$ cat config.mk
export PLATFORM = sky130hd
export DESIGN_NAME = writeback_regfile_flat
export DESIGN_NICKNAME = d
export VERILOG_FILES = /design/src/rtl/writeback_regfile_if.sv /design/src/rtl/writeback_regfile.sv /design/src/flat_wrapper.sv
export SDC_FILE = /design/constraint.sdc
export NUM_CORES = 2
export LEC_CHECK = 0
export ABC_AREA = 1
export BUFFER_PORTS_ARGS = -buffer_cell sky130_fd_sc_hd__buf_2
export CORE_MARGIN = 2
export CORE_UTILIZATION = 35
export DETAILED_ROUTE_END_ITERATION = 8
export GPL_ROUTABILITY_DRIVEN = 0
export PLACE_DENSITY_LB_ADDON = 0.08
export SETUP_SLACK_MARGIN = 0.02
export SLEW_MARGIN = 20
export SYNTH_ARGS = -nofsm -noshare
export SYNTH_HDL_FRONTEND = slang
export SYNTH_SLANG_ARGS = --single-unit
$ cat constraint.sdc
create_clock -name clk -period 5.45 [get_ports clk]
set_input_delay 0.545 -clock clk [delete_from_list [all_inputs] [get_ports clk]]
set_output_delay 0.545 -clock clk [all_outputs]
set_load 0.1 [all_outputs]
$ cat src/rtl/writeback_regfile_if.sv
// Bundles the writeback, read and issue signals of the register file.
// The master side is the pipeline (MEM/WB and decode); the slave side is the register file.
interface writeback_regfile_if #(
    parameter int DATA_WIDTH = 32,
    parameter int RF_WIDTH   = 5,
    parameter int MAX_PEND   = 4
);
    localparam int CNT_W = $clog2(MAX_PEND + 1);

    logic                  regWriteW;
    logic [RF_WIDTH-1:0]   regAddr3W;
    logic [DATA_WIDTH-1:0] regDin3W;
    logic                  wbLongW;

    logic [RF_WIDTH-1:0]   regAddr1D;
    logic [RF_WIDTH-1:0]   regAddr2D;
    logic [DATA_WIDTH-1:0] regDout1D;
    logic [DATA_WIDTH-1:0] regDout2D;
    logic                  hazard1D;
    logic                  hazard2D;

    logic                  issueValid;
    logic [RF_WIDTH-1:0]   issueRd;
    logic                  issueReady;

    logic [CNT_W-1:0]      pendCount;
    logic                  sbErr;

    modport master (
        output regWriteW, regAddr3W, regDin3W, wbLongW,
        output regAddr1D, regAddr2D,
        output issueValid, issueRd,
        input  regDout1D, regDout2D, hazard1D, hazard2D,
        input  issueReady, pendCount, sbErr
    );

    modport slave (
        input  regWriteW, regAddr3W, regDin3W, wbLongW,
        input  regAddr1D, regAddr2D,
        input  issueValid, issueRd,
        output regDout1D, regDout2D, hazard1D, hazard2D,
        output issueReady, pendCount, sbErr
    );
endinterface

$ cat src/rtl/writeback_regfile.sv
// Architectural register file with a busy scoreboard for out-of-order long-latency writebacks.
// Define REGFILE_BYPASS_EN to forward same-cycle writeback data onto the read ports.
module writeback_regfile #(
    parameter int DATA_WIDTH = 32,
    parameter int RF_WIDTH   = 5,
    parameter int MAX_PEND   = 4
) (
    input logic               clk,
    input logic               rst_n,
    writeback_regfile_if.slave rf
);
    localparam int NREGS = 2 ** RF_WIDTH;
    localparam int CNT_W = $clog2(MAX_PEND + 1);

    logic [DATA_WIDTH-1:0] regs [NREGS];
    logic [NREGS-1:0]      busy;
    logic [NREGS-1:0]      busy_nxt;
    logic [CNT_W-1:0]      pend_count;
    logic [CNT_W-1:0]      pend_nxt;
    logic                  sb_err;

    logic wr_en;
    logic cpl_en;
    logic cpl_hit;
    logic issue_ready;
    logic iss_en;

    assign wr_en   = rf.regWriteW && (rf.regAddr3W != '0);
    assign cpl_en  = wr_en && rf.wbLongW;
    assign cpl_hit = cpl_en && busy[rf.regAddr3W];

    // A completion in this same cycle never frees its register for a new issue.
    always_comb begin
        issue_ready = !(rf.issueValid && (rf.issueRd != '0) &&
                        (busy[rf.issueRd] || (pend_count == CNT_W'(MAX_PEND))));
    end

    assign iss_en = rf.issueValid && issue_ready && (rf.issueRd != '0);

    // NOTE: every variable driven in always_comb is given a default first so no latch is inferred.
    always_comb begin
        busy_nxt = busy;
        if (cpl_hit) busy_nxt[rf.regAddr3W] = 1'b0;
        if (iss_en)  busy_nxt[rf.issueRd]   = 1'b1;
    end

    always_comb begin
        pend_nxt = pend_count;
        unique case ({iss_en, cpl_hit})
            2'b10:   pend_nxt = pend_count + CNT_W'(1);
            2'b01:   pend_nxt = pend_count - CNT_W'(1);
            default: pend_nxt = pend_count;
        endcase
    end

    // NOTE: the register array is reset explicitly because reads after reset must return 0.
    always_ff @(posedge clk or negedge rst_n) begin
        if (!rst_n) begin
            for (int i = 0; i < NREGS; i++) regs[i] <= '0;
        end else if (wr_en) begin
            // NOTE: sequential state uses non-blocking assignments so all flops update together.
            regs[rf.regAddr3W] <= rf.regDin3W;
        end
    end

    always_ff @(posedge clk or negedge rst_n) begin
        if (!rst_n) begin
            busy       <= '0;
            pend_count <= '0;
            sb_err     <= 1'b0;
        end else begin
            busy       <= busy_nxt;
            pend_count <= pend_nxt;
            if (cpl_en && !busy[rf.regAddr3W]) sb_err <= 1'b1;
        end
    end

    always_comb begin
        rf.regDout1D = '0;
        if (rf.regAddr1D != '0) begin
            rf.regDout1D = regs[rf.regAddr1D];
`ifdef REGFILE_BYPASS_EN
            if (rf.regWriteW && (rf.regAddr3W == rf.regAddr1D)) rf.regDout1D = rf.regDin3W;
`else
            // Without forwarding, a same-cycle write becomes visible after the clock edge.
`endif
        end
    end

    always_comb begin
        rf.regDout2D = '0;
        if (rf.regAddr2D != '0) begin
            rf.regDout2D = regs[rf.regAddr2D];
`ifdef REGFILE_BYPASS_EN
            if (rf.regWriteW && (rf.regAddr3W == rf.regAddr2D)) rf.regDout2D = rf.regDin3W;
`endif
        end
    end

    assign rf.hazard1D   = busy[rf.regAddr1D] && (rf.regAddr1D != '0);
    assign rf.hazard2D   = busy[rf.regAddr2D] && (rf.regAddr2D != '0);
    assign rf.issueReady = issue_ready;
    assign rf.pendCount  = pend_count;
    assign rf.sbErr      = sb_err;
endmodule

$ cat src/flat_wrapper.sv
// flat-port wrapper written by rule: the top's interface ports become plain ports
module writeback_regfile_flat 
#(
    parameter int DATA_WIDTH = 32,
    parameter int RF_WIDTH   = 5,
    parameter int MAX_PEND   = 4
)
  (clk, rst_n, rf_regWriteW, rf_regAddr3W, rf_regDin3W, rf_wbLongW, rf_regAddr1D, rf_regAddr2D, rf_issueValid, rf_issueRd, rf_regDout1D, rf_regDout2D, rf_hazard1D, rf_hazard2D, rf_issueReady, rf_pendCount, rf_sbErr);
  writeback_regfile_if #(.DATA_WIDTH(DATA_WIDTH), .RF_WIDTH(RF_WIDTH), .MAX_PEND(MAX_PEND)) rf_i ();
  input logic clk;
  input logic rst_n;
  input wire logic [$bits(rf_i.regWriteW)-1:0] rf_regWriteW;
  input wire logic [$bits(rf_i.regAddr3W)-1:0] rf_regAddr3W;
  input wire logic [$bits(rf_i.regDin3W)-1:0] rf_regDin3W;
  input wire logic [$bits(rf_i.wbLongW)-1:0] rf_wbLongW;
  input wire logic [$bits(rf_i.regAddr1D)-1:0] rf_regAddr1D;
  input wire logic [$bits(rf_i.regAddr2D)-1:0] rf_regAddr2D;
  input wire logic [$bits(rf_i.issueValid)-1:0] rf_issueValid;
  input wire logic [$bits(rf_i.issueRd)-1:0] rf_issueRd;
  output wire logic [$bits(rf_i.regDout1D)-1:0] rf_regDout1D;
  output wire logic [$bits(rf_i.regDout2D)-1:0] rf_regDout2D;
  output wire logic [$bits(rf_i.hazard1D)-1:0] rf_hazard1D;
  output wire logic [$bits(rf_i.hazard2D)-1:0] rf_hazard2D;
  output wire logic [$bits(rf_i.issueReady)-1:0] rf_issueReady;
  output wire logic [$bits(rf_i.pendCount)-1:0] rf_pendCount;
  output wire logic [$bits(rf_i.sbErr)-1:0] rf_sbErr;
  assign rf_i.regWriteW = rf_regWriteW;
  assign rf_i.regAddr3W = rf_regAddr3W;
  assign rf_i.regDin3W = rf_regDin3W;
  assign rf_i.wbLongW = rf_wbLongW;
  assign rf_i.regAddr1D = rf_regAddr1D;
  assign rf_i.regAddr2D = rf_regAddr2D;
  assign rf_i.issueValid = rf_issueValid;
  assign rf_i.issueRd = rf_issueRd;
  assign rf_regDout1D = rf_i.regDout1D;
  assign rf_regDout2D = rf_i.regDout2D;
  assign rf_hazard1D = rf_i.hazard1D;
  assign rf_hazard2D = rf_i.hazard2D;
  assign rf_issueReady = rf_i.issueReady;
  assign rf_pendCount = rf_i.pendCount;
  assign rf_sbErr = rf_i.sbErr;
  writeback_regfile #(.DATA_WIDTH(DATA_WIDTH), .RF_WIDTH(RF_WIDTH), .MAX_PEND(MAX_PEND)) u_core (.clk(clk), .rst_n(rst_n), .rf(rf_i));
endmodule
# Word-level counts from Yosys, hierarchy flattened
# Cells that the tools add are included.
dict set report word_totals {
  wordCells 103
  out_inout_bits 71
  ff_bits 1060
  inputBits 57
}
dict set report classes {
  order_cmp 10
  n_eq_ne 3
  bitwise_logic 6
  reduce_logical 21
  mux 26
  addsub 2
}
# cell n
set ops {}
lappend ops {{$bwmux 1024} 1}
lappend ops {{$bmux 32 s5} 2}
lappend ops {{$mux 32} 9}
lappend ops {{$demux 32 s5} 1}
lappend ops {{$and 32x32->32} 1}
lappend ops {{$not 32->32} 1}
lappend ops {{$or 32x32->32} 1}
lappend ops {{$lt 5x6->1 const B} 4}
lappend ops {{$bmux 1 s5} 4}
lappend ops {{$reduce_bool 5->1} 4}
lappend ops {{$ge 6x6->1 const B} 3}
lappend ops {{$not 5->6} 3}
lappend ops {{$logic_and 1x1->1} 13}
lappend ops {{$demux 1 s5} 2}
lappend ops {{$ge 5x1->1 const B} 2}
lappend ops {{$lt 6x1->1 const B} 1}
lappend ops {{$mux 1} 6}
lappend ops {{$pmux 3 s2} 1}
lappend ops {{$add 3x1->3 const B} 1}
lappend ops {{$eq 3x3->1 const B} 1}
lappend ops {{$sub 3x1->3 const B} 1}
lappend ops {{$eq 2x1->1 const B} 1}
lappend ops {{$eq 2x2->1 const B} 1}
lappend ops {{$logic_not 1->1} 2}
lappend ops {{2 further kinds} 2}

# Depth between registers and ports, before layout
dict set report depth {
  word_depth 9
  mapped_depth 19
  ltp_nobuf 17
}

# Worst setup path after synthesis
# Ideal clock, no wire load.
dict set report synth_timing {
  path_kind {in2out}
  start {input port rf_regAddr2D[2]}
  end {output port rf_regDout2D[15]}
  required_time_ns 4.905
  cell_stages 8
  path_slack_ns 1.885
  arrival_ns 3.020
  n_path_buf 3
  path_cell_list {buf_2 -> inv_2 -> clkbuf_1 -> clkbuf_1 -> nand3_1 -> nand2_1 -> a21oi_1 -> a21oi_1}
}
dict set report synth_via {
  elab_chain_cells 5
  word_cells_on_any_way 6
  cone_classes {mux: 4; bitwise: 1; reduce/logical: 1}
}
# item line_no
set synth_lines {}
lappend synth_lines {{start: declaration} flat_wrapper.sv:17} ;# input wire logic [$bits(rf_i.regAddr2D)-1:0] rf_regAddr2D;
lappend synth_lines {{$not 5->6 (implied by the code)} writeback_regfile.sv:93} ;# rf.regDout2D = regs[rf.regAddr2D];
lappend synth_lines {{$bmux 32 s5} writeback_regfile.sv:93}
lappend synth_lines {{$mux 32 (implied by the code) (2 in a row)} writeback_regfile.sv:93}
lappend synth_lines {{$mux 32 *} writeback_regfile.sv:92} ;# if (rf.regAddr2D != '0) begin
lappend synth_lines {{end: declaration} flat_wrapper.sv:21} ;# output wire logic [$bits(rf_i.regDout2D)-1:0] rf_regDout2D;
# Mark *: on every way between the ends. The rest lies on a longest branch, timed or not. The select of a mux whose other input is x is not followed.

# Final worst setup path
dict set report layout_timing {
  start {input port rf_regAddr2D[4]}
  end {output port rf_regDout2D[15]}
}
# The elaborated chain is that of the path after synthesis.

==> qor.txt <==
status - completed
Tightest Pin Transition - 1.14 ns
clk sinks - 1060
I/O Buffers - 127
worst hold path type - input port to register
Crit-path slowest cell - nand3_4
critical path class - input port to primary output
vias post-DR - 59377
die area - 174000 µm²
syn_nets - 8636
share of cells above drive strength 1 - 6.73%
hpwl dp - 144000 µm
HP Start - rf_issueRd[2]
Die W - 417 µm
# setup viols final - 0
Worst Hold Depth - 6
fin crit period - 4.28 ns
CP cell instances - buf_4, clkinv_2, nand3_4, o21ai_0, a21oi_1, buf_2
critical path data arrival time - 3.73 ns
syn_area_per_cell - 6.95 µm²
RSZ-0062 raised after global routing - no
post_cts resized - 0
final slew viol count - 0
vias in the first global route - 56628
Synth Instances - 8577
Rel. slew slack - 24.2%
TritonCTS clock tree - yes
Clock Power Share - 36.4%
H-Tree Depth - 4
Mapped Area - 59600 µm²
total track usage - 30.6%
FMAX - 0.234 GHz
max incr delay on CP - 0.81 ns
Yosys Warn Count - 0
crit-path max FO - 22
Die Span Y - 417 µm
register area share after synthesis - 44.5%
Ports - 128
design area - 66000 µm²
Finished Core Util - 39.0%
reg-to-reg startpoint - u_core.busy[29]
worst path bufs/invs - 3
Final Cycle Share - 78.5%
Synth cell types - 33
first-pass GRT wire length - 397000 µm
Worst path top cell family by delay - buffers and inverters
DR WL/cell - 25.6 µm
total grt overflow - 0
internal power - 16.5 mW
P_sw - 8.47 mW
area grow syn2layout - 10.7%
Max IR drop VDD - 0.277 mV
largest net degree at the start of global routing - 176
Data required, critical path - 4.91 ns
Yosys reg bits - 1060
Post-DRT Antenna Nets - 0
Hold Crit Endpoint - u_core.busy[16]
reg2reg path depth - 15
Post-DP Area - 61600 µm²
crit path launch type - input port
P_leak - 29.9 nW
worst-case clock buffer depth - 3
root buffer cell - clkbuf_16
hold slack - 0.258 ns
DRC Markers - 0
DRT iter0 DRCs - 7257
core footprint - 169000 µm²
initial core utilization - 35.2%
Pre-Repair DR Iteration Count - 6
Nets - 8251
pwr dens - 379 nW/µm²
Clk Latency, worst-skew pair - 0.79 ns
row count - 151
r2r setup slk - 2.80 ns
FF-to-FF End - u_core.rf.pendCount[1]
Final Hold Viols - 0
Sequential Power Share - 42.5%
Comb power frac - 21.1%
Clock Skew - 0.00919 ns
Max Cap Viol - 0
DR vias/cell - 5.65
CTS Buf Count - 134
initial antenna violation count - 8
Critical Path Sink Type - primary output
final wirelength - 269000 µm
setup TNS - 0 ns
clock transition at the registers of the reported paths - 0.05 ns
switching power share of the total - 33.9%
per-layer routing:
metal / vias to the layer above / GRT usage, % / routed length (µm)
met2: 2433 / 49.1 / 122000
li1: 27442 / - / -
met4: 2 / 11.8 / 11300
met3: 498 / 3.86 / 17400
met1: 29002 / 42.0 / 118000
met5: - / 0 / 13
cell usage after synthesis (all sizes together):
| cell type | instances | area share (%) |
|---|---|---|
| clkinv | 4 | 0.027 |
| nor3 | 17 | 0.21 |
| nand3 | 1072 | 9.0 |
| nand2 | 3178 | 20 |
| buf | 450 | 3.9 |
| o22ai | 82 | 0.86 |
| a31o | 1 | 0.015 |
| xnor2 | 2 | 0.029 |
| fa | 1 | 0.034 |
| inv | 107 | 0.68 |
| clkbuf | 340 | 2.1 |
| o31ai | 64 | 0.81 |
| a21boi | 1 | 0.013 |
| ha | 1 | 0.021 |
| nor2 | 520 | 3.4 |
| a21oi | 303 | 2.5 |
| o21ai | 1373 | 12 |
| dfrtp | 1060 | 45 |
| nand4 | 1 | 0.011 |
worst reg2reg max path: stages, from the launching register on:
cell and delay (ns):
dfrtp_1 0.46, nand2_1 0.10, nand2_1 0.06, nand2_1 0.05
nand2_1 0.05, nand2_1 0.06, nand2_1 0.05, nor2_1 0.15
nand3_1 0.16, nor2_2 0.11, buf_4 0.36, inv_1 0.09
ha_1 0.21, inv_1 0.10, fa_1 0.41, o21ai_0 0.16
area by class of cell:
| cell class | count | area [µm²] |
|---|---|---|
| Clock buffer | 202 | 4100 |
| Fill cell | 17834 | 103000 |
| Sequential cell | 1060 | 26500 |
| Inverter | 111 | 485 |
| Antenna cell | 2 | 5.00 |
| Timing Repair Buffer | 269 | 2650 |
| Tap cell | 2218 | 2780 |
| Clock inverter | 29 | 284 |
| Multi-Input combinational cell | 6616 | 29200 |
how the worst max path moves through the flow:
stage          cells past startpoint                to  slack, ns             from
6_report                           6  rf_regDout2D[15]       1.17  rf_regAddr2D[4]
5_1_grt                           11   rf_regDout2D[6]       1.11  rf_regAddr2D[0]
4_1_cts                            6  rf_regDout2D[15]       1.14  rf_regAddr2D[4]
3_5_place_dp                       6  rf_regDout2D[15]       1.16  rf_regAddr2D[4]
3_3_place_gp                      13  rf_regDout2D[13]       1.21  rf_regAddr2D[0]
2_1_floorplan                      8  rf_regDout2D[15]       1.88  rf_regAddr2D[2]
registers in the layout, summed over array words and instances (netlist names):
| name | count |
|---|---|
| u_core.rf.pendCount | 3 |
| u_core.rf.sbErr | 1 |
| u_core.busy | 32 |
| u_core.regs | 1024 |
layout by cell type, fill, tap and decap left out, types with 87 or more instances in the layout:
cell type	count
nand2_1	3142
o21ai_1	532
nand3_1	1070
a21oi_1	303
buf_2	87
dfrtp_1	1060
nor2_1	503
clkbuf_16	142
buf_4	110
o21ai_0	841
per-stage QoR:
step / power, mW / setup WS, ns / std cells
6_report: 25.0 / 1.17 / 10507
2_1_floorplan: 14.2 / 1.88 / 8577
3_5_place_dp: 16.0 / 1.16 / 10273
4_1_cts: 25.1 / 1.14 / 10505
3_3_place_gp: 15.9 / 1.21 / 10273
5_1_grt: 26.3 / 1.11 / 10505
logic make-up after synthesis:
| group | synth area share (%) |
|---|---|
| AOI/OAI and AO/OA | 15.8 |
| xor gates and xnor gates | 0.0294 |
| DFF | 44.5 |
| and+or+nand+nor | 32.9 |
| adders and majority gates | 0.0546 |
| buffers and inverters | 6.74 |
power groups by stage:
stage | clock network (mW) | registers [mW] | logic, mW
global route | 9.56 | 10.8 | 5.97
floorplan | 0 | 10.4 | 3.77
global placement | 0 | 10.7 | 5.21
CTS | 9.24 | 10.6 | 5.28
finish | 9.10 | 10.6 | 5.28
detailed placement | 0 | 10.7 | 5.28
timing repair:
item | CTS | global route
buffers inserted | 0 | 0
hold buffers | 1 | 0
endpoints found under the hold margin | 49 | 0
No activity file was read; power rests on OpenSTA's default activity.
